[src/rtl/spi_pkg.sv]
// Shared definitions for the SPI register bank:
// R/W encoding, reserved indices and controller states.
package spi_pkg;

    localparam logic SPI_RD = 1'b1;

    localparam int IDX_ID   = 0;
    localparam int IDX_FCNT = 1;

    typedef enum logic [1:0] {
        S_IDLE,
        S_ARMED,
        S_COMMIT
    } state_t;

    // R/W flag sits in the MSB of the address byte
    function automatic int rw_pos(input int aw);
        return aw - 1;
    endfunction

endpackage

[src/rtl/cdc_sync2.sv]
// Two-flop synchroniser for a level signal that idles high
// (chip select). Both flops come out of reset at 1.
module cdc_sync2 (
    input  logic clk,
    input  logic rst_n,
    input  logic d,
    output logic q
);

    logic meta;

    // shift the async level through two flops
    always_ff @(posedge clk) begin
        if (!rst_n) begin
            meta <= 1'b1;
            q    <= 1'b1;
        end else begin
            meta <= d;
            q    <= meta;
        end
    end

endmodule

[src/rtl/spi_slave_regfile.sv]
// Register bank behind spi_slave: SPI frame commit, local
// fabric port, read-back mux and bring-up counters.
module spi_slave_regfile
    import spi_pkg::*;
#(
    parameter int DATA_WIDTH = 16,
    parameter int ADDR_WIDTH = 8,
    parameter int DEPTH      = 64,
    parameter logic [DATA_WIDTH-1:0] ID_VALUE = 16'hA55A,
    parameter logic [DATA_WIDTH-1:0] BAD_READ = 16'hDEAD,
    localparam int IW = $clog2(DEPTH)
) (
    input  logic                  clk,
    input  logic                  rst_n,
    input  logic                  spi_cs,
    input  logic                  addr_valid,
    input  logic [ADDR_WIDTH-1:0] addr,
    input  logic [DATA_WIDTH-1:0] rxdata,
    input  logic                  spi_over,
    output logic [DATA_WIDTH-1:0] txdata,
    input  logic                  loc_we,
    input  logic [IW-1:0]         loc_addr,
    input  logic [DATA_WIDTH-1:0] loc_wdata,
    output logic [DATA_WIDTH-1:0] loc_rdata,
    output logic                  loc_wr_drop,
    output logic                  upd_strobe,
    output logic [IW-1:0]         upd_index,
    output logic [15:0]           frame_cnt,
    output logic [7:0]            err_cnt
);

    localparam int RW = rw_pos(ADDR_WIDTH);
    localparam int XW = ADDR_WIDTH - 1;

    state_t state, state_nx;

    logic [DATA_WIDTH-1:0] regs [DEPTH];

    logic [XW-1:0]         sp_idx;
    logic                  sp_rw;
    logic [DATA_WIDTH-1:0] sp_data;

    logic cs_sync, cs_q, cs_rise;

    logic [XW-1:0]         av_idx;
    logic                  av_rd;
    logic                  av_in_range;
    logic [DATA_WIDTH-1:0] av_val;
    logic [DATA_WIDTH-1:0] loc_val;
    logic                  wr_ok;

    logic       start, cap, fcnt_inc, spi_we, err_a, err_b;
    logic [1:0] err_inc;
    logic [8:0] err_sum;

    cdc_sync2 u_cs_sync (
        .clk   (clk),
        .rst_n (rst_n),
        .d     (spi_cs),
        .q     (cs_sync)
    );

    // remember the synchronised level to find its rising edge
    always_ff @(posedge clk) begin
        if (!rst_n) cs_q <= 1'b1;
        else        cs_q <= cs_sync;
    end

    assign cs_rise = cs_sync & ~cs_q;

    assign av_idx      = addr[XW-1:0];
    assign av_rd       = (addr[RW] == SPI_RD);
    assign av_in_range = (32'(av_idx) < DEPTH);

    assign wr_ok = (sp_rw != SPI_RD)
                 && (32'(sp_idx) < DEPTH)
                 && (32'(sp_idx) > IDX_FCNT);

    // read-back value for the address just received
    always_comb begin
        av_val = BAD_READ;
        if (!av_in_range)
            av_val = BAD_READ;
        else if (32'(av_idx) == IDX_ID)
            av_val = ID_VALUE;
        else if (32'(av_idx) == IDX_FCNT)
            av_val = DATA_WIDTH'(frame_cnt);
        else
            av_val = regs[av_idx[IW-1:0]];
    end

    // read-back value for the local port
    always_comb begin
        loc_val = regs[loc_addr];
        if (32'(loc_addr) == IDX_ID)
            loc_val = ID_VALUE;
        else if (32'(loc_addr) == IDX_FCNT)
            loc_val = DATA_WIDTH'(frame_cnt);
    end

    // controller state register
    always_ff @(posedge clk) begin
        if (!rst_n) state <= S_IDLE;
        else        state <= state_nx;
    end

    // next state and per-cycle action strobes
    always_comb begin
        state_nx = state;
        start    = 1'b0;
        cap      = 1'b0;
        fcnt_inc = 1'b0;
        spi_we   = 1'b0;
        err_a    = 1'b0;
        unique case (state)
            S_IDLE: begin
                if (addr_valid) begin
                    start    = 1'b1;
                    state_nx = S_ARMED;
                end else if (spi_over) begin
                    err_a = 1'b1;
                end
            end
            S_ARMED: begin
                if (spi_over) begin
                    cap      = 1'b1;
                    state_nx = S_COMMIT;
                end else if (addr_valid) begin
                    start = 1'b1;
                    err_a = 1'b1;
                end else if (cs_rise) begin
                    err_a    = 1'b1;
                    state_nx = S_IDLE;
                end
            end
            S_COMMIT: begin
                fcnt_inc = 1'b1;
                state_nx = S_IDLE;
                if (wr_ok)
                    spi_we = 1'b1;
                else if (sp_rw != SPI_RD)
                    err_a = 1'b1;
            end
            default: state_nx = S_IDLE;
        endcase
    end

    assign err_b   = start & av_rd & ~av_in_range;
    assign err_inc = {1'b0, err_a} + {1'b0, err_b};
    assign err_sum = {1'b0, err_cnt} + {7'b0, err_inc};

    assign upd_strobe  = spi_we;
    assign upd_index   = sp_idx[IW-1:0];
    assign loc_wr_drop = loc_we & spi_we;

    // frame latches, tx data, counters and local read register
    always_ff @(posedge clk) begin
        if (!rst_n) begin
            sp_idx    <= '0;
            sp_rw     <= 1'b0;
            sp_data   <= '0;
            txdata    <= '0;
            loc_rdata <= '0;
            frame_cnt <= '0;
            err_cnt   <= '0;
        end else begin
            if (start) begin
                sp_idx <= av_idx;
                sp_rw  <= av_rd;
                txdata <= av_rd ? av_val : '0;
            end
            if (cap)
                sp_data <= rxdata;
            frame_cnt <= frame_cnt + {15'b0, fcnt_inc};
            err_cnt   <= err_sum[8] ? 8'hFF : err_sum[7:0];
            loc_rdata <= loc_val;
        end
    end

    // register array; an SPI commit beats a local write
    always_ff @(posedge clk) begin
        if (!rst_n) begin
            for (int i = 0; i < DEPTH; i++)
                regs[i] <= '0;
        end else if (spi_we) begin
            regs[sp_idx[IW-1:0]] <= sp_data;
        end else if (loc_we && 32'(loc_addr) > IDX_FCNT) begin
            regs[loc_addr] <= loc_wdata;
        end
    end

endmodule

[config.mk]
export PLATFORM = sky130hd
export DESIGN_NAME = spi_slave_regfile
export DESIGN_NICKNAME = d
export VERILOG_FILES = /design/src/rtl/spi_pkg.sv /design/src/rtl/cdc_sync2.sv /design/src/rtl/spi_slave_regfile.sv
export SDC_FILE = /design/constraint.sdc
export NUM_CORES = 2
export LEC_CHECK = 0
export BUFFER_PORTS_ARGS = -buffer_cell sky130_fd_sc_hd__buf_2
export CORE_MARGIN = 3
export CORE_UTILIZATION = 45
export CTS_BUF_LIST = sky130_fd_sc_hd__clkbuf_4
export CTS_CLUSTER_SIZE = 8
export DETAILED_ROUTE_END_ITERATION = 8
export MAX_ROUTING_LAYER = met4
export PLACE_DENSITY_LB_ADDON = 0.3
export SLEW_MARGIN = 20
export SYNTH_ARGS = -nofsm -noshare
export SYNTH_HDL_FRONTEND = slang
export SYNTH_SLANG_ARGS = --single-unit
[constraint.sdc]
create_clock -name clk -period 4.2 [get_ports clk]
set_input_delay 1.05 -clock clk [delete_from_list [all_inputs] [get_ports clk]]
set_output_delay 1.05 -clock clk [all_outputs]
set_load 0.01 [all_outputs]
# [After elaboration in Yosys (flattened, before gate mapping)]
# Memory sizes are Yosys's and may differ from the RTL's.
# Cells that the tools add are included.
[word_totals] ff_bits=85 ramBits=1024 inputBits=52 out_inout_bits=64 wordCells=86 n_memories=1
[classes] n_addsub=3 order_cmp=4 eq_ne=7 muxes=41 bitwise_logic=8 n_reduce_logical=10
[memory_table] name="regs" words=64 width=16 rd=2 rd_ports_with_merged_regs=0 write_ports=64 line_no="spi_slave_regfile.sv:37" text="logic [DATA_WIDTH-1:0] regs [DEPTH];"
[ops] operator="16-bit 2-to-1 mux" count=8
[ops] operator="16-bit OR reduction" count=2
[ops] operator="1-bit 2-to-1 mux" count=23
[ops] operator="16-bit by 1-bit adder with 16-bit output" count=1
[ops] operator="7-bit less-than comparator (second input constant)" count=2
[ops] operator="6-bit 2-to-1 mux" count=2
[ops] operator="8-bit by 2-bit adder with 9-bit output" count=1
[ops] operator="2-bit 2-to-1 mux" count=4
[ops] operator="8-bit 2-to-1 mux" count=1
[ops] operator="7-bit by 1-bit equality test with 1-bit output (second input constant)" count=1
[ops] operator="7-bit by 1-bit greater-than comparator with 1-bit output (second input constant)" count=1
[ops] operator="7-bit zero test" count=1
[ops] operator="6-bit by 1-bit equality test with 1-bit output (second input constant)" count=1
[ops] operator="6-bit by 1-bit greater-than comparator with 1-bit output (second input constant)" count=1
[ops] operator="6-bit zero test" count=1
[ops] operator="3-bit != test (second input constant)" count=2
[ops] operator="1-bit AND" count=4
[ops] operator="1-bit inverter" count=4
[ops] operator="2-bit case mux with 2 select lines" count=1
[ops] operator="1-bit logical AND" count=3
[ops] operator="1-bit case mux with 3 select lines" count=1
[ops] operator="3-bit AND reduction" count=1
[ops] operator="1-bit by 1-bit adder with 2-bit output" count=1
[ops] operator="2-bit by 1-bit equality test with 1-bit output (second input constant)" count=1
[ops] operator="other kinds (5)" count=5

# [Depth between registers and ports, before layout]
[depth] word_depth=11 depth_mapped=12 ltp_nobuf=10

# [By module]
# From an unflattened synthesis, not the netlist that was laid out.
[unflattened] hier_cells=4366 hier_area_um2=58456.1
[by_module_without_submodules] mod="spi_slave_regfile" instances=1 cells_per_inst=4362 area_each_um2=58403.5 seq_area_each_um2=32411.1
[by_module_without_submodules] mod="cdc_sync2" instances=1 cells_per_inst=4 area_each_um2=52.6 seq_area_each_um2=40.0

# [Worst setup path after synthesis]
# OpenSTA, ideal clock, no wires.
[synth_timing] path_kind="input to register" from="input loc_addr[4]" to="memory regs[41][0] (enable)" setup_ps=411 arrival_time_ps=3917 required_time_ps=3789 path_slack_ps=-128 cell_stages=10 path_buffers=4 cell_sequence="buf_2 > or4_4 > nor2_4 > nor4b_4 > buf_2 > nor2_1 > o21ai_2 > buf_2 > buf_2 > o21ai_0"
[synth_lines] item="from (decl)" line_no="spi_slave_regfile.sv:22" text="input logic [IW-1:0] loc_addr,"
[synth_lines] item="to (decl)" line_no="spi_slave_regfile.sv:37"

# [Worst setup path in the final report]
[layout_timing] from="register state[1]" to="output loc_wr_drop"
[layout_between] elab_chain_cells=3
[layout_lines] item="from (decl)" line_no="spi_slave_regfile.sv:35" text="state_t state, state_nx;"
[layout_lines] item="from (signal assigned)" line_no="spi_slave_regfile.sv:104" text="else state <= state_nx;"
[layout_lines] item="2-bit equality test" line_no="spi_slave_regfile.sv:115" text="unique case (state)"
[layout_lines] item="1-bit 2-to-1 mux" line_no="spi_slave_regfile.sv:115"
[layout_lines] item="1-bit AND" line_no="spi_slave_regfile.sv:154" text="assign loc_wr_drop = loc_we & spi_we;"
[layout_lines] item="to (decl)" line_no="spi_slave_regfile.sv:25" text="output logic loc_wr_drop,"
# Every way passes these cells.

==> impl_results.md <==
- Status: finished, final reports clean
- Area delta synth->final: 15.2%
- Worst-case clock buffer depth: 4
- Final WL: 228000 um
- Crit path time final: 4.15 ns
- TritonCTS Buffers: 319
- Final setup vio count: 0
- Worst slack, placed: 0.144 ns
- Die area: 134000 um^2
- Post-Syn Area per Cell: 13.5 um^2
- Post-Syn Area: 58300 um^2
- Worst Setup SP: state[1]
- Final WS setup: 0.0534 ns
- DR WL/cell: 34.3 um
- Clock Skew: 0.119 ns
- Vias in the first global route: 42893
- Final Hold Violating Endpoints: 0
- DP HPWL: 154000 um
- Clock root buffer: clkbuf_4
- Initial drt markers: 7851
- Worst Path Required: 3.15 ns
- Synth Warn #: 0
- Clk slew on worst S/H paths: 0.08 ns
- Combinational share of power: 0.140
- Core Rows: 131
- Pleak: 23.1 nW
- CTS Sinks: 1109
- DR vias/cell: 6.73
- Layout cells sized above 1: 0.336
- Antenna-violating nets left: 0
- Power Dens Cells: 392 nW/um^2
- IO Port Bufs: 115
- Slew @ Worst Pin: 1.21 ns
- Switching part of the total: 0.280
- Yosys reg bits: 1109
- Starting Density: 0.455
- Origin of the worst min-delay path: addr_valid
- Peak VDD IR: 0.270 mV
- GP Congestion: 1.05
- Synth async-reset ratio: 0
- Final Cell Area: 67200 um^2
- DIE WIDTH: 366 um
- Core area: 128000 um^2
- Layout fillers: 10972
- P_int: 19.0 mW
- Largest net degree at the start of global routing: 78
- CP Class: reg2out
- Antenna violations before repair: 13
- CP Data Arrival Time: 3.10 ns
- Gate Count Post-Synth: 4316
- Seq pwr share: 0.483
- Fmax: 241 MHz
- Dpl cell area: 63100 um^2
- Final nets: 4743
- Ports: 116
- TritonCTS clock tree: done
- Worst hold path type: in2reg
- Post-CTS Setup Bufs: 0
- DRC errors left: 0
- Fin crit share: 0.987
- Die height: 366 um
- First-pass GRT wire length: 320000 um
- Seq/Total Area, Yosys: 0.556
- Ys flop type: edfxtp_1
- Crit. End Element: output pin
- Final Max Tran Viols: 0
- Count of cell types in the netlist: 75
- CP max FO: 7
- Worst setup SP type: flop
- Number of flops mapped to enable cells by yosys: 1024
- Congestion Overflow GR: 0
- Commonest cells after routing, fill and taps aside: 1024 x edfxtp_1, 627 x nor3_1, 488 x nor2_1
- Clk Latency, worst-skew pair: 1.31 ns
- Vias: 44742
- RR Startpoint: sp_idx[1]
- P_sw: 7.37 mW
- Slew margin rel.: 0.195
- GRT Total Usage: 0.344
- H-tree levels: 5
- Most common cell after layout, fill and taps aside: edfxtp_1
- Worst hold margin: 0.155 ns
- Max_cap viols: 0
- Iteration count of the initial detailed-routing pass: 9
- Power share of the clock group: 0.377
-- registers in the layout, summed over array words and instances (netlist names) --
register / count
txdata: 16
regs: 1024
cs_q: 1
sp_idx: 7
state: 2
err_cnt: 8
u_cs_sync.meta: 1
u_cs_sync.q: 1
loc_rdata: 16
frame_cnt: 16
sp_data: 16
sp_rw: 1
-- power by group through the flow --
stage	registers (mW)	logic [mW]	clock network, mW
6_report	12.7	3.69	9.93
4_1_cts	12.7	3.57	10.0
5_1_grt	12.7	3.75	10.6
3_3_place_gp	12.9	3.53	0
2_1_floorplan	12.8	1.97	0
3_5_place_dp	12.9	3.55	0
-- layout make-up --
type                            count  area [um^2]  area share
Antenna cell                       17         42.5    0.000633
Timing Repair Buffer              533         4760      0.0709
Multi-Input combinational cell   2711        23900       0.355
Sequential cell                  1109        32500       0.483
Clock buffer                      459         3450      0.0513
Tap cell                         1729         2160      0.0322
Inverter                           13         51.3    0.000764
Clock inverter                     75          375     0.00559
-- cells by family after synthesis --
| group | after synthesis | synth area share |
|---|---|---|
| flops | 1109 | 0.556 |
| other cells | 1 | 0.0000643 |
| mux | 725 | 0.230 |
| xor+xnor | 13 | 0.00195 |
| fa+ha+maj | 4 | 0.000987 |
| simple gates | 1520 | 0.120 |
| buf+inv | 527 | 0.0446 |
| compound gates | 417 | 0.0463 |
-- synthesized netlist by cell type (5+ instances only) --
cell type,count,area share
edfxtp_1,1024,0.53
nor3_1,627,0.054
nor2_1,489,0.031
mux4_2,487,0.19
nand2_1,220,0.014
buf_2,204,0.018
mux2i_1,200,0.034
clkbuf_1,175,0.011
o21ai_0,106,0.0091
a21oi_1,94,0.0081
dfxtp_1,85,0.029
buf_4,80,0.010
nand3_1,47,0.0040
buf_1,45,0.0029
mux2_2,38,0.0073
a31oi_1,33,0.0035
o22ai_1,30,0.0032
a22oi_1,27,0.0035
a221oi_1,24,0.0036
o21ai_2,22,0.0033
and2_1,18,0.0019
nor2b_1,17,0.0018
a211oi_1,15,0.0019
nand2b_1,15,0.0016
or2_2,13,0.0014
nor4_1,12,0.0013
inv_1,11,0.00071
or2_1,10,0.0011
a221o_1,9,0.0015
buf_6,9,0.0017
xor2_1,9,0.0014
nand4_1,8,0.00086
or3_1,8,0.00086
o21ai_1,7,0.00060
a311oi_1,6,0.00090
and3_1,6,0.00064
o211ai_1,6,0.00077
and4_1,5,0.00075
or3b_2,5,0.00075
-- final timing paths --
| check | to | slack, ns | depth (start not counted) |
|---|---|---|---|
| min reg2reg | u_cs_sync.q | 0.42 | 1 |
| max | loc_wr_drop | 0.05 | 5 |
| min | state[0] | 0.15 | 3 |
| max reg2reg | regs[55][0] | 0.28 | 8 |
-- metal layers --
layer / vias to the layer above / track usage / wire length [um] / part of all wire
met4: 0 / 0.158 / 11400 / 0.050
li1: 17732 / - / - / -
met5: - / - / 0 / 0
met2: 3995 / 0.484 / 99300 / 0.44
met1: 22403 / 0.454 / 80900 / 0.36
met3: 612 / 0.113 / 36100 / 0.16
-- through the flow --
stage          std cells  power (mW)  setup TNS, ns  utilization
2_1_floorplan       4347        14.8          -3.93            -
3_3_place_gp        6076        16.4              0        0.492
3_5_place_dp        6076        16.5              0        0.492
4_1_cts             6628        26.3              0        0.524
5_1_grt             6645        27.1        -0.0220        0.524
6_report            6646        26.3              0        0.524
-- timing repair --
item	4_1_cts	5_1_grt
hold endpoints to repair	18	0
hold buffers	18	0
gates resized for setup	1	0
endpoints found under the setup margin	1	0
-- critical path, stage by stage, from the launching register on --
cell and delay [ns]:
dfxtp_1 0.49, or3b_1 0.46, a211oi_4 0.37, buf_6 0.23, and2_1 0.13, buf_2 0.12
No activity file was read; power rests on OpenSTA's default activity.
